**src/rtl/proc_run_ctrl.sv**
```systemverilog
// Run-control sequencer: debounces run/step buttons and turns them into a single-cycle
// processor clock enable, plus a display snapshot of the ALU result after each enable.
module proc_run_ctrl #(
    parameter int RUN_DIV   = 2**26,
    parameter int DB_CYCLES = 2**20,
    parameter int DATA_W    = 16
) (
    input  logic              clk,
    input  logic              reset,
    input  logic              btn_run,
    input  logic              btn_step,
    input  logic [DATA_W-1:0] result_in,
    output logic              proc_en,
    output logic              running,
    output logic [DATA_W-1:0] display_data,
    output logic [15:0]       step_count
);

    localparam int TICK_W = $clog2(RUN_DIV);
    localparam int DB_W   = $clog2(DB_CYCLES);
    localparam logic [TICK_W-1:0] TICK_LAST = TICK_W'(RUN_DIV - 1);
    localparam logic [DB_W-1:0]   DB_LAST   = DB_W'(DB_CYCLES - 1);

    localparam logic [1:0] ST_HALT = 2'd0;
    localparam logic [1:0] ST_RUN  = 2'd1;
    localparam logic [1:0] ST_STEP = 2'd2;

    // Bit 0 carries the run button, bit 1 the step button.
    logic [1:0] btn_raw;
    logic [1:0] sync1_q, sync1_d;
    logic [1:0] sync2_q, sync2_d;
    logic [1:0] db_q, db_d;
    logic [1:0] press_q, press_d;
    logic [1:0][DB_W-1:0] db_cnt_q, db_cnt_d;

    logic [1:0]        state_q, state_d;
    logic [TICK_W-1:0] tick_q, tick_d;
    logic              proc_en_q, proc_en_d;
    logic              en_d_q, en_d_d;
    logic [DATA_W-1:0] display_q, display_d;
    logic [15:0]       step_count_q, step_count_d;

    logic run_p;
    logic step_p;

    assign btn_raw = {btn_step, btn_run};
    assign run_p   = press_q[0];
    assign step_p  = press_q[1];

    always_comb begin
        sync1_d  = btn_raw;
        sync2_d  = sync1_q;
        db_d     = db_q;
        db_cnt_d = db_cnt_q;
        for (int i = 0; i < 2; i++) begin
            if (sync2_q[i] == db_q[i]) begin
                db_cnt_d[i] = '0;
            end else if (db_cnt_q[i] == DB_LAST) begin
                db_d[i]     = ~db_q[i];
                db_cnt_d[i] = '0;
            end else begin
                db_cnt_d[i] = db_cnt_q[i] + 1'b1;
            end
        end
        press_d = db_d & ~db_q;
    end

    // The enable is decoded from the next state so it comes straight out of a flop.
    always_comb begin
        state_d = state_q;
        tick_d  = tick_q;
        case (state_q)
            ST_HALT: begin
                if (run_p) begin
                    state_d = ST_RUN;
                    tick_d  = '0;
                end else if (step_p) begin
                    state_d = ST_STEP;
                end
            end
            ST_STEP: state_d = ST_HALT;
            ST_RUN: begin
                tick_d = (tick_q == TICK_LAST) ? '0 : tick_q + 1'b1;
                if (run_p) begin
                    state_d = ST_HALT;
                end
            end
            default: state_d = ST_HALT;
        endcase
        proc_en_d = (state_d == ST_STEP) || ((state_d == ST_RUN) && (tick_d == TICK_LAST));
    end

    always_comb begin
        en_d_d       = proc_en_q;
        display_d    = en_d_q ? result_in : display_q;
        step_count_d = step_count_q + 16'(proc_en_q);
    end

    always_ff @(posedge clk) begin
        if (reset) begin
            sync1_q      <= '0;
            sync2_q      <= '0;
            db_q         <= '0;
            press_q      <= '0;
            db_cnt_q     <= '0;
            state_q      <= ST_HALT;
            tick_q       <= '0;
            proc_en_q    <= 1'b0;
            en_d_q       <= 1'b0;
            display_q    <= '0;
            step_count_q <= '0;
        end else begin
            sync1_q      <= sync1_d;
            sync2_q      <= sync2_d;
            db_q         <= db_d;
            press_q      <= press_d;
            db_cnt_q     <= db_cnt_d;
            state_q      <= state_d;
            tick_q       <= tick_d;
            proc_en_q    <= proc_en_d;
            en_d_q       <= en_d_d;
            display_q    <= display_d;
            step_count_q <= step_count_d;
        end
    end

    assign proc_en      = proc_en_q;
    assign running      = (state_q == ST_RUN);
    assign display_data = display_q;
    assign step_count   = step_count_q;

endmodule

```
**config.mk**
```make
export PLATFORM = sky130hd
export DESIGN_NAME = proc_run_ctrl
export DESIGN_NICKNAME = d
export VERILOG_FILES = /design/src/rtl/proc_run_ctrl.sv
export SDC_FILE = /design/constraint.sdc
export NUM_CORES = 1
export LEC_CHECK = 0
export BUFFER_PORTS_ARGS = -buffer_cell sky130_fd_sc_hd__buf_4
export CAP_MARGIN = 15
export CORE_MARGIN = 8
export CORE_UTILIZATION = 62
export CTS_CLUSTER_DIAMETER = 150
export DETAILED_ROUTE_END_ITERATION = 8
export PLACE_DENSITY_LB_ADDON = 0.12
export SYNTH_ARGS = -nofsm -noshare
export SYNTH_HDL_FRONTEND = slang
export SYNTH_SLANG_ARGS = --single-unit
```
**constraint.sdc**
```tcl
create_clock -name clk -period 3.5 [get_ports clk]
set_input_delay 0 -clock clk [delete_from_list [all_inputs] [get_ports clk]]
set_output_delay 0 -clock clk [all_outputs]
set_load 0.01 [all_outputs]
```
==> impl_metrics.py, run 1 <==
metrics = {
    "placement": {
        "place_congestion": 0.8650,
        "placedCellCount": 665,
        "port_buffers": 53,
        "hpwl_um": 6620,
        "placed_area_um2": 5179,
    },
    "cells_and_area": {
        "diodes": 0,
        "area_growth_pct": 16.34,
        "layout.nets": 617,
        "fillerInstances": 582,
        "final_cell_area_um2": 5569,
        "instances_no_fill": 697,
        "drive_gt1_frac": 0.1395,
    },
    "sta": {
        "rsz0062_at_grt": "false",
        "slew_violations": 0,
        "clock.fmax_mhz": 389.2,
        "setup_violations": 0,
        "skew_ns": 0.01149,
        "relSlewSlack": 0.3739,
        "fin_tns_setup_ns": 0,
        "final_hold_viol_count": 0,
        "period_minus_slack_ns": 2.569,
        "worstMarginPinSlew_ns": 0.9379,
        "post-route-period-util": 0.7341,
    },
    "global_routing": {
        "grt_max_degree": 47,
        "antenna_found_initial": 0,
        "grt_overflow": 0,
        "grt_first_pass_wirelength_um": 16570,
        "grt_pass1_vias": 3673,
        "grt_usage": 0.1800,
    },
    "setup_path": {
        "crit_family": "simple AND/OR/NAND/NOR gates",
        "startpoint_type": "flop",
        "crit_chain": "ha_1 > nand4b_1 > nor4_1 > xnor2_1 > a2111oi_0 > nand4_1 > o21bai_1",
        "critPathMaxStageDelay_ns": 0.50,
        "worst_ep_arrival_time_ns": 2.85,
        "critical_path_buf_inv_count": 0,
        "critPathSlowestCell": "nand4b_1",
        "end_kind": "flop",
        "path_class": "flop to flop",
        "crit_fanout": 13,
        "worstPathRequired_ns": 3.78,
    },
    "synth": {
        "synth_area_per_cell_um2": 8.965,
        "synth_top_flop_cell": "dfxtp_1",
        "ys_types": 52,
        "synth-edff-count": 0,
        "syn_nets": 559,
        "ys_ff_latch": 110,
        "yosysMostFrequentCell": "nor2_1",
        "synthesis.area_um2": 4787,
        "ys_warn_count": 0,
        "synth_top_cells_by_area": "dfxtp_1, nor2_1, xnor2_1",
        "synth_top_area_frac": 0.4600,
        "async_reset_ff_frac": 0,
        "postSynthCellCount": 534,
        "ys_seq_area_frac": 0.4600,
        "synth_common_cells": "nor2_1, dfxtp_1, xnor2_1, xor2_1, nand2_1",
        "synth_area_leader_cell": "dfxtp_1",
    },
    "clocking": {
        "clock_path_buffers": 2,
        "cts_setup_buffers": 0,
        "cts.repair.resized": 0,
        "cts_root_buf": "clkbuf_8",
        "cts.clk_slew.worst_paths_ns": 0.10,
        "numClockSinks": 110,
        "cts_tree": "built",
        "clk_latency_ns": 0.36,
        "htree_num_levels": 3,
        "cts_made_buffers": 9,
    },
    "drt": {
        "routed-via-count": 3725,
        "drc": 0,
        "routed_wl_um": 9778,
        "antenna_left": 0,
        "first_pass_iters": 5,
        "drt_iter0_drc": 122,
        "wl_per_cell_um": 14.03,
        "routed_via_density": 5.344,
    },
    "floorplanning": {
        "die_x_um": 103.9,
        "ioPinCount": 54,
        "initial_utilization": 0.6293,
        "dieHeight_um": 103.9,
        "row_count": 32,
        "core_area_um2": 7607,
        "dieArea_um2": 10790,
    },
    "power": {
        "peakVddDrop_mv": 0.2467,
        "leakage_nw": 1.951,
        "p_per_area_nw_per_um2": 383.4,
    },
    "flow_run": {
        "max_cap_viol_count": 0,
    },
    "outcome": {
        "outcome": "finished, final reports clean",
    },
    "min_path": {
        "hold_class": "input pin to flop",
    },
}
[area by class of cell]
| cell class | count | area, µm² | share of cell area |
|---|---|---|---|
| Timing Repair Buffer | 71 | 578.1 | 0.1038 |
| Clock buffer | 11 | 141.4 | 0.02539 |
| Clock inverter | 3 | 68.82 | 0.01236 |
| Multi-Input combinational cell | 388 | 2406 | 0.4320 |
| Inverter | 12 | 45.04 | 0.008088 |
| Tap cell | 102 | 127.6 | 0.02292 |
| Sequential cell | 110 | 2202 | 0.3954 |
[layout by cell type, fill, tap and decap left out, types with 5 or more instances in the layout]
master / n
xnor2_1: 38
nor4_1: 7
buf_4: 53
nor3_1: 10
nor2_1: 115
nand2_1: 30
ha_1: 5
nand4_1: 13
inv_1: 12
nor2b_1: 8
mux2i_1: 18
dfxtp_1: 110
dlygate4sd3_1: 18
and3_1: 11
and4_1: 6
nand3_1: 29
clkbuf_8: 10
xor2_1: 38
[kinds of logic after synthesis]
| group | synth area share |
|---|---|
| AOI/OAI and AO/OA | 0.03424 |
| xor gates and xnor gates | 0.1390 |
| adders and majority gates | 0.01307 |
| buffers and inverters | 0.03737 |
| DFF | 0.4600 |
| muxes | 0.03764 |
| and+or+nand+nor | 0.2786 |
[metal layers]
layer | part of all wire | GRT usage | routed length [µm]
met5 | 0 | 0 | 0
met4 | 0.017 | 0.06825 | 167
met3 | 0.042 | 0.04089 | 411
met2 | 0.49 | 0.3098 | 4792
met1 | 0.45 | 0.2128 | 4406
[power by group]
part	switching [W]	internal (W)	leakage, nW
logic	0.0000243	0.0000312	0.959
clock network	0.000406	0.000419	0.106
registers	0.00000186	0.00125	0.886
[worst reg2reg max path, stage by stage (launching register included)]
cell and delay, ns:
dfxtp_1 0.43, ha_1 0.31, nand4b_1 0.50, nor4_1 0.43, xnor2_1 0.14, a2111oi_0 0.29
nand4_1 0.19, o21bai_1 0.20
[repair_timing]
action,in CTS,in global routing
setup endpoints to repair,0,0
hold buffers,18,0
hold endpoints to repair,18,0
[stage by stage]
stage	total power [W]	setup slack [ns]	hold slack [ns]	util
after floorplan	0.001307	1.406	0.1282	-
after global placement	0.001322	0.9413	0.2110	0.6808
after detailed placement	0.001323	0.9868	0.2156	0.6808
after CTS	0.002154	0.9398	0.05575	0.7321
after global routing	0.002202	0.6301	0.07403	0.7321
final	0.002135	0.9308	0.05780	0.7321
[sequential cells by signal, summed over array words and instances (netlist names)]
signal	cells
press_q	2
db_cnt_q	40
step_count	16
state_q	2
tick_q	26
sync1_q	2
db_q	2
sync2_q	2
display_data	16
en_d_q	1
proc_en	1
[worst paths after layout]
kind | startpoint | endpoint | slack, ns | cells after the start
max | tick_q[0] | proc_en | 0.93 | 7
max reg2reg | tick_q[0] | proc_en | 0.93 | 7
min | reset | db_q[1] | 0.06 | 2
min reg2reg | sync1_q[0] | sync2_q[0] | 0.44 | 1
Note: power is estimated with default switching activity, not from simulation.
==> inputs of run 2 (changes only) <==
--- a/config.mk
+++ b/config.mk
@@ -8,7 +8,7 @@
 export BUFFER_PORTS_ARGS = -buffer_cell sky130_fd_sc_hd__buf_4
 export CAP_MARGIN = 15
 export CORE_MARGIN = 8
-export CORE_UTILIZATION = 62
+export CORE_UTILIZATION = 52
 export CTS_CLUSTER_DIAMETER = 150
 export DETAILED_ROUTE_END_ITERATION = 8
 export PLACE_DENSITY_LB_ADDON = 0.12
==> constraint.sdc (replaced) <==
create_clock -name clk -period 2.2 [get_ports clk]
set_input_delay 0 -clock clk [delete_from_list [all_inputs] [get_ports clk]]
set_output_delay 0 -clock clk [all_outputs]
set_load 0.01 [all_outputs]
==> impl_metrics.py, run 2 (synthesis gave the netlist of run 1 again) <==
metrics = {
    "flow_run": {
        "max_cap_viol_count": 0,
    },
    "sta": {
        "slew_violations": 0,
        "worstMarginPinSlew_ns": 0.5408,
        "skew_ns": 0.01027,
        "rsz0062_at_grt": "false",
        "clock.fmax_mhz": 473.6,
        "final_hold_viol_count": 0,
        "setup_violations": 0,
        "period_minus_slack_ns": 2.112,
        "relSlewSlack": 0.6361,
        "post-route-period-util": 0.9598,
    },
    "clocking": {
        "cts.clk_slew.worst_paths_ns": 0.11,
        "cts_root_buf": "clkbuf_8",
        "clock_path_buffers": 2,
        "htree_num_levels": 3,
        "clk_latency_ns": 0.37,
        "numClockSinks": 110,
        "cts_made_buffers": 9,
        "cts_tree": "built",
    },
    "floorplanning": {
        "core_area_um2": 9065,
        "initial_utilization": 0.5281,
        "die_x_um": 111.9,
        "ioPinCount": 54,
        "dieHeight_um": 111.9,
        "row_count": 35,
        "dieArea_um2": 12530,
    },
    "cells_and_area": {
        "multi_input_area_um2": 2426,
        "regArea_um2": 2215,
        "largest_reg_flops": 40,
        "instances_no_fill": 728,
        "area_growth_pct": 21.20,
        "drive_gt1_frac": 0.1864,
        "diodes": 0,
        "largestRegisters": "db_cnt_q: 40 flops, tick_q: 26 flops",
        "layout.nets": 637,
        "layout_commonest_cell": "nor2_1",
        "top_register": "db_cnt_q",
        "layout_common_cells": "nor2_1, dfxtp_1, buf_4",
        "fillerInstances": 769,
    },
    "setup_path": {
        "worst_ep_arrival_time_ns": 2.37,
        "crit_fanout": 7,
        "startpoint_type": "flop",
        "end_kind": "flop",
        "worstPathRequired_ns": 2.46,
        "path_class": "flop to flop",
    },
    "power": {
        "p_per_area_nw_per_um2": 578.7,
        "peakVddDrop_mv": 0.4916,
        "leakage_nw": 2.069,
        "report.power.total_w": 0.003358,
    },
    "drt": {
        "first_pass_iters": 4,
        "drc": 0,
        "routed-via-count": 3755,
        "routed_wl_um": 9655,
        "wl_per_cell_um": 13.26,
        "routed_via_density": 5.158,
        "antenna_left": 0,
        "drt_iter0_drc": 148,
    },
    "min_path": {
        "hold_class": "input pin to flop",
    },
    "placement": {
        "hpwl_um": 6699,
        "placedCellCount": 694,
        "port_buffers": 53,
        "place_congestion": 0.8332,
    },
    "global_routing": {
        "grt_max_degree": 47,
        "grt_overflow": 0,
        "grt_first_pass_wirelength_um": 16770,
        "grt_usage": 0.1590,
        "antenna_found_initial": 0,
        "grt_pass1_vias": 3748,
    },
    "outcome": {
        "outcome": "finished, final reports clean",
    },
}
==> run 2: area by class of cell <==
cell class	count	share of cell area
tap	111	0.02394
clock inverter	6	0.01272
timing repair buffer	91	0.1320
inverter	12	0.007764
multi-input combinational	388	0.4182
clock buffer	10	0.02372
sequential	110	0.3817
==> run 2: final timing paths <==
path / from / endpoint / slack, ns / cells past startpoint
worst max-delay path: tick_q[5] / tick_q[22] / 0.09 / 6
worst min-delay path: reset / display_data[11] / 0.05 / 2
worst max register to register: tick_q[5] / tick_q[22] / 0.09 / 6
worst min register to register: sync1_q[0] / sync2_q[0] / 0.45 / 1
==> run 2: worst max-delay path, cell delays in order (launching register included) <==
cell and delay [ns]:
dfxtp_1 0.46, nand3_1 0.16, or4_4 0.46, or4_4 0.55, o21bai_4 0.16, buf_4 0.17
nor2_1 0.05
==> run 2: metrics by stage <==
| stage | utilization | worst slack (ns) | hold WS, ns | setup TNS, ns | area [µm²] |
|---|---|---|---|---|---|
| floorplan | - | 0.1060 | 0.1282 | 0 | 4787 |
| global placement | 0.5932 | 0.05445 | 0.2130 | 0 | 5378 |
| detailed placement | 0.5932 | -0.01720 | 0.2367 | -0.02465 | 5378 |
| CTS | 0.6370 | 0.02099 | 0.03721 | 0 | 5774 |
| global route | 0.6400 | 0.0002554 | 0.04974 | 0 | 5802 |
| finish | 0.6400 | 0.08847 | 0.05192 | 0 | 5802 |
==> run 2: timing repair <==
item / 4_1_cts / 5_1_grt
setup buffers: 0 / 0
resized for setup: 2 / 11
setup endpoints to repair: 19 / 23
hold buffers: 18 / 0
endpoints found under the hold margin: 18 / 0
==> run 2: where the power goes <==
part / total, W / internal (W) / switching [W]
clock network: 0.00126 / 0.000576 / 0.000689
registers: 0.00199 / 0.00199 / 0.00000274
logic: 0.0000985 / 0.0000579 / 0.0000407
==> run 2: per-layer routing <==
layer | global-route usage | routed length, µm | vias to the layer above
met5 | 0 | 0 | -
met4 | 0.05845 | 210 | 0
met3 | 0.04762 | 394 | 21
met2 | 0.2581 | 4488 | 62
met1 | 0.1948 | 4561 | 1733
li1 | - | - | 1939
